--- src/rtl/cu_pkg.sv ---
// Shared constants and types for the compute-unit sequencer.
package cu_pkg;

  // Unit codes carried on op_unit
  localparam logic [1:0] UNIT_ALU = 2'd0;
  localparam logic [1:0] UNIT_MUL = 2'd1;
  localparam logic [1:0] UNIT_SHF = 2'd2;
  localparam logic [1:0] UNIT_RSV = 2'd3;

  // One-hot crossbar compute-write selects
  localparam logic [2:0] WSEL_ALU = 3'b001;
  localparam logic [2:0] WSEL_SHF = 3'b010;
  localparam logic [2:0] WSEL_MUL = 3'b100;

  // op_func field offsets, ALU: {sat, sc[2:0], hc[1:0], log}
  localparam int unsigned ALU_LOG_BIT = 0;
  localparam int unsigned ALU_HC_LSB  = 1;
  localparam int unsigned ALU_SC_LSB  = 3;
  localparam int unsigned ALU_SAT_BIT = 6;

  // Multiplier: {cls[1:0], dtsts[3:0], otreg}
  localparam int unsigned MUL_OTREG_BIT = 0;
  localparam int unsigned MUL_DTSTS_LSB = 1;
  localparam int unsigned MUL_CLS_LSB   = 5;

  // Shifter: {5'b0, cls[1:0]}
  localparam int unsigned SHF_CLS_LSB = 0;

  typedef struct packed {
    logic       alu_en;
    logic       alu_log;
    logic       alu_sat;
    logic [1:0] alu_hc;
    logic [2:0] alu_sc;
    logic       mul_en;
    logic       mul_otreg;
    logic [3:0] mul_dtsts;
    logic [1:0] mul_cls;
    logic       shf_en;
    logic [1:0] shf_cls;
  } cu_ctrl_t;

  // Write select for a unit; reserved unit never writes back
  function automatic logic [2:0] unit_wsel(input logic [1:0] unit);
    case (unit)
      UNIT_ALU: unit_wsel = WSEL_ALU;
      UNIT_MUL: unit_wsel = WSEL_MUL;
      UNIT_SHF: unit_wsel = WSEL_SHF;
      default:  unit_wsel = 3'b000;
    endcase
  endfunction

endpackage

--- src/rtl/cu_func_decode.sv ---
// Combinational decode of unit + function code into per-unit control lines.
module cu_func_decode
  import cu_pkg::*;
(
  input  logic [1:0] unit_i,
  input  logic [6:0] func_i,
  output cu_ctrl_t   ctrl_o
);

  // Only the selected unit gets an enable and its fields; everything else stays 0
  always_comb begin
    ctrl_o = '0;
    case (unit_i)
      UNIT_ALU: begin
        ctrl_o.alu_en  = 1'b1;
        ctrl_o.alu_log = func_i[ALU_LOG_BIT];
        ctrl_o.alu_hc  = func_i[ALU_HC_LSB +: 2];
        ctrl_o.alu_sc  = func_i[ALU_SC_LSB +: 3];
        ctrl_o.alu_sat = func_i[ALU_SAT_BIT];
      end
      UNIT_MUL: begin
        ctrl_o.mul_en    = 1'b1;
        ctrl_o.mul_otreg = func_i[MUL_OTREG_BIT];
        ctrl_o.mul_dtsts = func_i[MUL_DTSTS_LSB +: 4];
        ctrl_o.mul_cls   = func_i[MUL_CLS_LSB +: 2];
      end
      UNIT_SHF: begin
        ctrl_o.shf_en  = 1'b1;
        ctrl_o.shf_cls = func_i[SHF_CLS_LSB +: 2];
      end
      default: ;
    endcase
  end

endmodule

--- src/rtl/cu_sequencer.sv ---
// Two-stage issue/write-back sequencer with RAW stall and write-port arbitration.
module cu_sequencer
  import cu_pkg::*;
#(
  parameter int unsigned ADDRESS_WIDTH = 4,
  parameter int unsigned SIGNAL_WIDTH  = 3
) (
  input  logic                     clk,
  input  logic                     rst,
  input  logic                     op_valid,
  output logic                     op_ready,
  input  logic [1:0]               op_unit,
  input  logic [ADDRESS_WIDTH-1:0] op_dst,
  input  logic [ADDRESS_WIDTH-1:0] op_srcx,
  input  logic [ADDRESS_WIDTH-1:0] op_srcy,
  input  logic [6:0]               op_func,
  output logic                     op_err,
  output logic                     ps_alu_en,
  output logic                     ps_alu_log,
  output logic                     ps_alu_sat,
  output logic [1:0]               ps_alu_hc,
  output logic [2:0]               ps_alu_sc,
  output logic                     ps_mul_en,
  output logic                     ps_mul_otreg,
  output logic [3:0]               ps_mul_dtsts,
  output logic [1:0]               ps_mul_cls,
  output logic                     ps_shf_en,
  output logic [1:0]               ps_shf_cls,
  output logic [ADDRESS_WIDTH-1:0] ps_xb_raddx,
  output logic [ADDRESS_WIDTH-1:0] ps_xb_raddy,
  output logic [ADDRESS_WIDTH-1:0] ps_xb_wadd,
  output logic [SIGNAL_WIDTH-1:0]  ps_xb_w_cuEn,
  output logic                     ps_xb_w_bcEn,
  input  logic                     bc_req,
  input  logic [ADDRESS_WIDTH-1:0] bc_wadd,
  output logic                     bc_gnt,
  output logic                     cu_busy
);

  logic                     accept;
  cu_ctrl_t                 dec_ctrl;

  // Issue stage; srcx/srcy live in the read-address registers, func in ctrl_q
  logic                     iss_v_q, iss_v_d;
  logic [1:0]               iss_unit_q, iss_unit_d;
  logic [ADDRESS_WIDTH-1:0] iss_dst_q, iss_dst_d;
  logic [ADDRESS_WIDTH-1:0] raddx_q, raddx_d;
  logic [ADDRESS_WIDTH-1:0] raddy_q, raddy_d;
  cu_ctrl_t                 ctrl_q, ctrl_d;
  logic                     err_q, err_d;

  // Write-back stage
  logic                     wb_v_q, wb_v_d;
  logic [SIGNAL_WIDTH-1:0]  wb_sel_q, wb_sel_d;
  logic [ADDRESS_WIDTH-1:0] wb_dst_q, wb_dst_d;

  // Stall only against the issue stage; the write-back result lands before any read
  assign op_ready = ~(iss_v_q & ((op_srcx == iss_dst_q) | (op_srcy == iss_dst_q)));
  assign accept   = op_valid & op_ready;

  cu_func_decode u_decode (
    .unit_i (op_unit),
    .func_i (op_func),
    .ctrl_o (dec_ctrl)
  );

  // Next-state for both pipeline stages; read addresses hold when idle
  always_comb begin
    iss_v_d    = accept;
    iss_unit_d = iss_unit_q;
    iss_dst_d  = iss_dst_q;
    raddx_d    = raddx_q;
    raddy_d    = raddy_q;
    ctrl_d     = '0;
    err_d      = 1'b0;
    if (accept) begin
      iss_unit_d = op_unit;
      iss_dst_d  = op_dst;
      raddx_d    = op_srcx;
      raddy_d    = op_srcy;
      ctrl_d     = dec_ctrl;
      err_d      = (op_unit == UNIT_RSV);
    end
    wb_v_d   = iss_v_q & (iss_unit_q != UNIT_RSV);
    wb_sel_d = wb_v_d ? SIGNAL_WIDTH'(unit_wsel(iss_unit_q)) : '0;
    wb_dst_d = iss_dst_q;
  end

  // Pipeline registers; reset discards both stages immediately
  always_ff @(posedge clk or posedge rst) begin
    if (rst) begin
      iss_v_q    <= 1'b0;
      iss_unit_q <= '0;
      iss_dst_q  <= '0;
      raddx_q    <= '0;
      raddy_q    <= '0;
      ctrl_q     <= '0;
      err_q      <= 1'b0;
      wb_v_q     <= 1'b0;
      wb_sel_q   <= '0;
      wb_dst_q   <= '0;
    end else begin
      iss_v_q    <= iss_v_d;
      iss_unit_q <= iss_unit_d;
      iss_dst_q  <= iss_dst_d;
      raddx_q    <= raddx_d;
      raddy_q    <= raddy_d;
      ctrl_q     <= ctrl_d;
      err_q      <= err_d;
      wb_v_q     <= wb_v_d;
      wb_sel_q   <= wb_sel_d;
      wb_dst_q   <= wb_dst_d;
    end
  end

  assign op_err       = err_q;
  assign ps_alu_en    = ctrl_q.alu_en;
  assign ps_alu_log   = ctrl_q.alu_log;
  assign ps_alu_sat   = ctrl_q.alu_sat;
  assign ps_alu_hc    = ctrl_q.alu_hc;
  assign ps_alu_sc    = ctrl_q.alu_sc;
  assign ps_mul_en    = ctrl_q.mul_en;
  assign ps_mul_otreg = ctrl_q.mul_otreg;
  assign ps_mul_dtsts = ctrl_q.mul_dtsts;
  assign ps_mul_cls   = ctrl_q.mul_cls;
  assign ps_shf_en    = ctrl_q.shf_en;
  assign ps_shf_cls   = ctrl_q.shf_cls;
  assign ps_xb_raddx  = raddx_q;
  assign ps_xb_raddy  = raddy_q;
  assign ps_xb_w_cuEn = wb_sel_q;

  // Compute write-back owns the port; bus-connect only fills idle write cycles.
  // Gated by rst so the combinational paths also read as reset values.
  assign bc_gnt       = ~rst & bc_req & ~wb_v_q;
  assign ps_xb_w_bcEn = bc_gnt;
  assign ps_xb_wadd   = rst ? '0 : (wb_v_q ? wb_dst_q : bc_wadd);
  assign cu_busy      = iss_v_q | wb_v_q;

endmodule

--- config.mk ---
export PLATFORM = sky130hd
export DESIGN_NAME = cu_sequencer
export DESIGN_NICKNAME = d
export VERILOG_FILES = /design/src/rtl/cu_pkg.sv /design/src/rtl/cu_func_decode.sv /design/src/rtl/cu_sequencer.sv
export SDC_FILE = /design/constraint.sdc
export NUM_CORES = 1
export LEC_CHECK = 0
export CORE_ASPECT_RATIO = 1.2
export CORE_MARGIN = 10
export CORE_UTILIZATION = 40
export CTS_CLUSTER_DIAMETER = 100
export DETAILED_ROUTE_END_ITERATION = 7
export PLACE_DENSITY = 0.67
export SETUP_SLACK_MARGIN = 0.4
export SYNTH_ARGS = -nofsm -noshare
export SYNTH_HDL_FRONTEND = slang
export SYNTH_HIERARCHICAL = 1
export SYNTH_SLANG_ARGS = --single-unit
--- constraint.sdc ---
create_clock -name clk -period 2.2 [get_ports clk]
set_input_delay 0.55 -clock clk [delete_from_list [all_inputs] [get_ports clk]]
set_output_delay 0.55 -clock clk [all_outputs]
set_load 0.01 [all_outputs]
==> out/qor.txt, run 1 <==
Vias = 1758
Sw Pwr = 719.9 uW
Switching share of power = 0.3202
Pwr dens = 711.9 mW/mm^2
Die width = 87.54 um
Net Count, Synth = 228
Leakage = 0.001502 uW
Core area = 0.005298 mm^2
Final Max Slew Viols = 0
Grt ovf = 0
Distinct cell type count after synthesis = 24
Detailed Route Iter0 Violations = 68
Unrepaired setup endpoints after global routing = yes
Die Ht = 101.1 um
Critical path cell sequence = dlygate4sd2_1, xnor2_2, nand4_4, a21boi_2, inv_2, buf_6
Vias in the first global route = 1763
Residual DRC = 0
P_int = 1528 uW
Clk sinks = 43
Crit. End Element = output pin
Tot GR Track Use = 0.1306
Share of cells above drive strength 1 = 0.2500
Post-DRT Antenna Nets = 0
Crit Path Class = in2out
Peak Freq = 0.4948 GHz
Hold Crit Class = reg2reg
Area grow syn2layout = 44.23%
Clock-pin slew on the worst setup and hold paths = 0.08 ns
Outcome = finished, final reports clean
Post-synth EDFFs = 0
Diode count = 0
TritonCTS clock tree = built
Fin area = 0.003158 mm^2
Worst path max stage delay = 0.27 ns
Nets = 304
Ys async rst share = 1.000
Initial Utilization = 0.4133
Peak VDD IR = 0.4089 mV
Root Buffer = clkbuf_8
WP data required = 1.65 ns
Top_reg_cell synth = dfrtp_1
Row cnt = 29
Port Buffer Count = 67
IO Count = 68
Clock network fraction of total power = 0.219
Slew @ Worst Pin = 0.6452 ns
Yosys warning total = 6
First-pass DRT Iterations = 5
Die Area = 0.008846 mm^2
Num CTS Buffers = 5
Tmin final = 2.021 ns
Clk buf depth = 2
Initial antenna violation count = 0
CP arrival = 1.47 ns
Worst-Skew Late Latency = 0.29 ns
WL final = 5688 um
Max Fanout on Critical Path = 2
Clock skew = 0.007183 ns
Vias per cell = 5.201
Synthesized area = 0.002190 mm^2
First-pass GRT wire length = 9328 um
Max_cap viols = 0
#FFs+latches synth = 43
Design Power = 2248 uW
Cts hold-fix bufs = 0
Worst slew margin = 0.5672
Mean Syn Cell Area = 11.00 um^2
Comb pwr share = 0.330
Routed WL per cell = 16.83 um
Dpl hpwl = 3994 um
CP max stage cell = dlygate4sd2_1
H-tree levels = 2
Post-synthesis instance total = 199
Flop pwr share = 0.450
Final period utilization = 0.9187
Final setup fails = 0
Dpl cell area = 0.003072 mm^2
Startpoint Class = input port
Final Hold Vio Count = 0
Seq/Total Area, Yosys = 0.4914
GPL Wtd Cong = 0.6910
Largest net degree at the start of global routing = 42
-- cell usage in the layout, fill, tap and decap left out, types with 4 or more instances in the layout --
cell type	n
dfrtp_1	38
xnor2_2	4
buf_2	7
nand2_1	14
buf_4	17
o211ai_1	14
and3b_2	7
dlymetal6s2s_1	6
and3b_1	22
nand4_1	14
nor3b_1	8
clkbuf_8	5
xnor2_4	4
nor2b_1	16
a21oi_1	6
mux2i_1	12
nor2_1	6
clkdlybuf4s50_1	36
dlygate4sd2_1	9
clkbuf_2	5
dfrtp_2	5
-- worst paths after layout --
path	startpoint	to	slack, ns	cells past startpoint
max	op_srcy[0]	op_ready	0.18	6
min	iss_unit_q[0]	ps_xb_w_cuEn[0]	0.52	1
max reg2reg	iss_v_q	iss_dst_q[2]	0.59	6
min reg2reg	iss_unit_q[0]	ps_xb_w_cuEn[0]	0.52	1
max in group asynchronous	rst	wb_v_q	1.12	4
min in group asynchronous	rst	wb_dst_q[1]	0.56	3
-- per-layer routing --
| metal | track usage | share of wire | vias to the layer above |
|---|---|---|---|
| li1 | - | - | 857 |
| met1 | 0.1624 | 0.43 | 835 |
| met2 | 0.2080 | 0.49 | 59 |
| met3 | 0.03883 | 0.070 | 7 |
| met4 | 0.04668 | 0.016 | 0 |
| met5 | 0 | 0 | - |
-- worst max-delay path: cells and delay by family --
| family | cells | cell delay, ns |
|---|---|---|
| xor+xnor | 1 | 0.20 |
| simple gates | 1 | 0.10 |
| buf+inv | 3 | 0.43 |
| compound gates | 1 | 0.19 |
-- flip-flops by register name, summed over array words and instances, names as in the netlist, 3 cells and up --
signal	flops
iss_dst_q	4
ps_alu_sc	3
ps_mul_dtsts	4
ps_xb_raddx	4
ps_xb_raddy	4
ps_xb_w_cuEn	3
wb_dst_q	4
-- power groups by stage --
| stage | sequential (uW) | clock (uW) | combinational, uW |
|---|---|---|---|
| 4_1_cts | 1020 | 506 | 763 |
| 3_5_place_dp | 1040 | 0 | 753 |
| 5_1_grt | 1030 | 539 | 812 |
| 6_report | 1010 | 493 | 743 |
| 3_3_place_gp | 1030 | 0 | 743 |
| 2_1_floorplan | 1030 | 0 | 432 |
-- metrics by stage --
stage / utilization / std cells / setup TNS (ns) / setup WS, ns / hold slack, ns
2_1_floorplan: - / 199 / 0 / 0.4017 / 0.4606
3_3_place_gp: 0.5798 / 325 / -1.283 / -0.4899 / 0.4919
3_5_place_dp: 0.5798 / 325 / -1.404 / -0.4959 / 0.4971
4_1_cts: 0.5966 / 338 / 0 / 0.1519 / 0.5107
5_1_grt: 0.5961 / 338 / 0 / 0.1243 / 0.5404
6_report: 0.5961 / 338 / 0 / 0.1789 / 0.5204
-- synth_stat cells (2+ instances only) --
| master | count | area, um^2 |
|---|---|---|
| dfrtp_1 | 43 | 1076 |
| buf_6 | 3 | 33.78 |
| inv_1 | 2 | 7.510 |
| and2b_2 | 2 | 17.52 |
| buf_2 | 3 | 15.01 |
| nand4_1 | 14 | 87.58 |
| nor3b_1 | 9 | 67.56 |
| buf_4 | 3 | 22.52 |
| and3b_1 | 22 | 192.7 |
| clkbuf_1 | 8 | 30.03 |
| nand4_2 | 2 | 25.02 |
| a21oi_1 | 6 | 30.03 |
| o211ai_1 | 14 | 105.1 |
| xnor2_1 | 8 | 70.07 |
| and3b_2 | 7 | 70.07 |
| nor2_1 | 6 | 22.52 |
| nor2b_1 | 16 | 100.1 |
| nand2_1 | 14 | 52.55 |
| mux2i_1 | 12 | 120.1 |
-- cell type report --
class	instances	area, um^2
fill	463	2140
tap	62	77.57
timing repair buffer	86	777.0
clock inverter	1	5.005
multi-input combinational	137	1132
sequential	43	1082
inverter	2	7.507
clock buffer	7	76.32
-- logic make-up (layout without fill, tap and decap cells) --
kind of cell	count (synthesis)	in the layout	synth area share
flip-flops	43	43	0.4914
AND/OR/NAND/NOR	95	95	0.3017
multiplexers	12	12	0.05486
AO/OA/AOI/OAI	22	22	0.07029
buffers and inverters	19	96	0.04971
XOR/XNOR	8	8	0.03200
-- timing repair --
| action | CTS | global route |
|---|---|---|
| resized for setup | 61 | 15 |
| pin swaps | 9 | 5 |
| endpoints found under the setup margin | 44 | 12 |
| setup buffers | 5 | 0 |
Power figures use the tool's default switching activity.
==> run 2: changes to the inputs <==
Settings changed: PLACE_DENSITY 0.67 to 0.68, SYNTH_HIERARCHICAL 1 to not set.
==> run 2 against run 1 <==
Utilization grew 2.1 points. Clock skew is 0.00063 ns higher. Combinational power is 3.1% higher. Count of clock-buffer cells in the layout down 1. Via count is 4.5% lower. Flip-flop and latch count is the same. Synthesized cell count is 7.5% lower. Critical endpoint unchanged.
==> out/qor.txt, run 2 <==
Outcome = finished, final reports clean
Detailed Route Iter0 Violations = 76
Core area = 0.004975 mm^2
Synth top area share = 0.5206
Largest net degree at the start of global routing = 31
Peak VDD IR = 0.4294 mV
WP data required = 1.65 ns
Critical R2R Launch = iss_dst_q[0]
Post-synthesis instance total = 184
Most frequent cells in the layout = dfrtp_1 (38), clkdlybuf4s50_1 (37), nor2b_1 (17)
WHS Path Cells = 0
TritonCTS clock tree = built
Hold Crit Class = reg2reg
CP arrival = 1.47 ns
Ys async rst share = 1.000
Diode count = 0
Worst path max stage delay = 0.50 ns
Synth top cells by count = dfrtp_1 (43), nor2b_1 (17), nand2_1 (15)
Leakage = 0.001418 uW
H-tree levels = 2
Synthesized area = 0.002067 mm^2
Final setup fails = 0
Dpl cell area = 0.002969 mm^2
Clk buf depth = 2
Critical path cell sequence = xnor2_4, nand4_4, a21boi_4, inv_2, buf_6
Mean Syn Cell Area = 11.23 um^2
Routed WL per cell = 16.40 um
GRT busiest layer = met2
Tmin final = 2.016 ns
Flop2flop setup slack = 0.49 ns
Pwr dens = 745.2 mW/mm^2
Seq/Total Area, Yosys = 0.5206
WL final = 5231 um
Reg2reg path depth = 6
Met2 Usage GRT = 0.2055
Reg2reg end = iss_dst_q[0]
Most frequent cell after synthesis = dfrtp_1
Max_cap viols = 0
Die Area = 0.008455 mm^2
Vias = 1679
Worst slew margin = 0.6289
Most common cell after layout, fill and taps aside = dfrtp_1
IO Count = 68
Port Buffer Count = 67
Ranking of synthesized cells by area = dfrtp_1 (52%), mux2i_1 (6.8%), and4b_1 (6.3%)
Hold worst-path end = wb_dst_q[2]
Slew @ Worst Pin = 0.5532 ns
Net Count, Synth = 213
Yosys warning total = 0
Root Buffer = clkbuf_8
Design Power = 2289 uW
Row cnt = 28
GPL Wtd Cong = 0.7246
Distinct cell type count after synthesis = 29
First-pass DRT Iterations = 4
Grt met1 use = 0.1476
First-pass GRT wire length = 8700 um
Initial Utilization = 0.4155
Unrepaired setup endpoints after global routing = yes
Crit Path Class = reg2out
Final period utilization = 0.9162
Peak Freq = 0.4961 GHz
Die Ht = 98.75 um
Met3 usage = 0.05272
Top_reg_cell synth = dfrtp_1
Final Hold Vio Count = 0
Grt ovf = 0
Area grow syn2layout = 48.61%
Worst-Skew Late Latency = 0.30 ns
Dpl hpwl = 3968 um
Post-synth EDFFs = 0
Fin area = 0.003072 mm^2
Crit. End Element = output pin
Final Max Slew Viols = 0
Residual DRC = 0
Share of cells above drive strength 1 = 0.2355
Post-DRT Antenna Nets = 0
Worst Path Buf+Inv = 2
Die width = 85.62 um
Max Fanout on Critical Path = 5
Startpoint Class = flop
Clk sinks = 43
Hold_sp = iss_dst_q[2]
Initial antenna violation count = 0
Tot GR Track Use = 0.1264
Num CTS Buffers = 5
Vias per cell = 5.263
CP max stage cell = dfrtp_2
Dominant cell type by area after synthesis = dfrtp_1
Top cell family by delay on the critical path = flip-flops
Clock skew = 0.007815 ns
#FFs+latches synth = 43
Vias in the first global route = 1681
Nets = 288
Clock-pin slew on the worst setup and hold paths = 0.08 ns
run 2: kinds of logic after synthesis:
logic type	count (synthesis)	synth area share
AO/OA/AOI/OAI	20	0.06961
buffers and inverters	18	0.04116
XOR/XNOR	8	0.03390
multiplexers	14	0.06779
AND/OR/NAND/NOR	81	0.2669
flip-flops	43	0.5206
run 2: report_power, final:
group	internal (uW)	total [uW]	switching (uW)
Sequential	908	1020	112
Clock	246	503	257
Combinational	416	766	351
run 2: worst max path at each step:
stage | from | end | slack [ns] | depth (start not counted)
final | iss_dst_q[0] | op_ready | 0.18 | 5
after global routing | iss_dst_q[0] | op_ready | 0.11 | 5
after CTS | iss_dst_q[3] | op_ready | 0.14 | 5
after detailed placement | op_srcy[3] | op_ready | -0.51 | 6
after global placement | op_srcy[3] | op_ready | -0.52 | 6
after floorplan | op_srcx[3] | op_ready | 0.40 | 5
run 2: per-layer routing:
metal / vias up / part of all wire
met4: 0 / 0.012
met2: 54 / 0.48
met1: 806 / 0.43
met5: - / 0
met3: 6 / 0.077
li1: 813 / -
run 2: cell type report:
class	instances	area, um^2
Fill cell	432	1903
Sequential cell	43	1082
Tap cell	60	75.07
Clock inverter	1	5.005
Timing Repair Buffer	84	778.2
Multi-Input combinational cell	123	1041
Inverter	2	7.507
Clock buffer	6	82.58
run 2: per-stage QoR:
stage / setup TNS [ns] / cells / util / worst slack [ns] / hold slack, ns
finish: 0 / 319 / 0.6175 / 0.1844 / 0.5094
global placement: -1.800 / 308 / 0.5968 / -0.5170 / 0.4842
CTS: 0 / 319 / 0.6157 / 0.1395 / 0.5105
global route: 0 / 319 / 0.6175 / 0.1075 / 0.5287
floorplan: 0 / 184 / - / 0.4004 / 0.4606
detailed placement: -1.617 / 308 / 0.5968 / -0.5060 / 0.4977
run 2: timing repair:
item | in CTS | in global routing
gates resized for setup | 64 | 14
hold buffers | 0 | 0
hold endpoints to repair | 0 | 0
pin swaps | 9 | 5
gates cloned | 0 | 0
endpoints found under the setup margin | 39 | 13
buffers inserted | 4 | 0
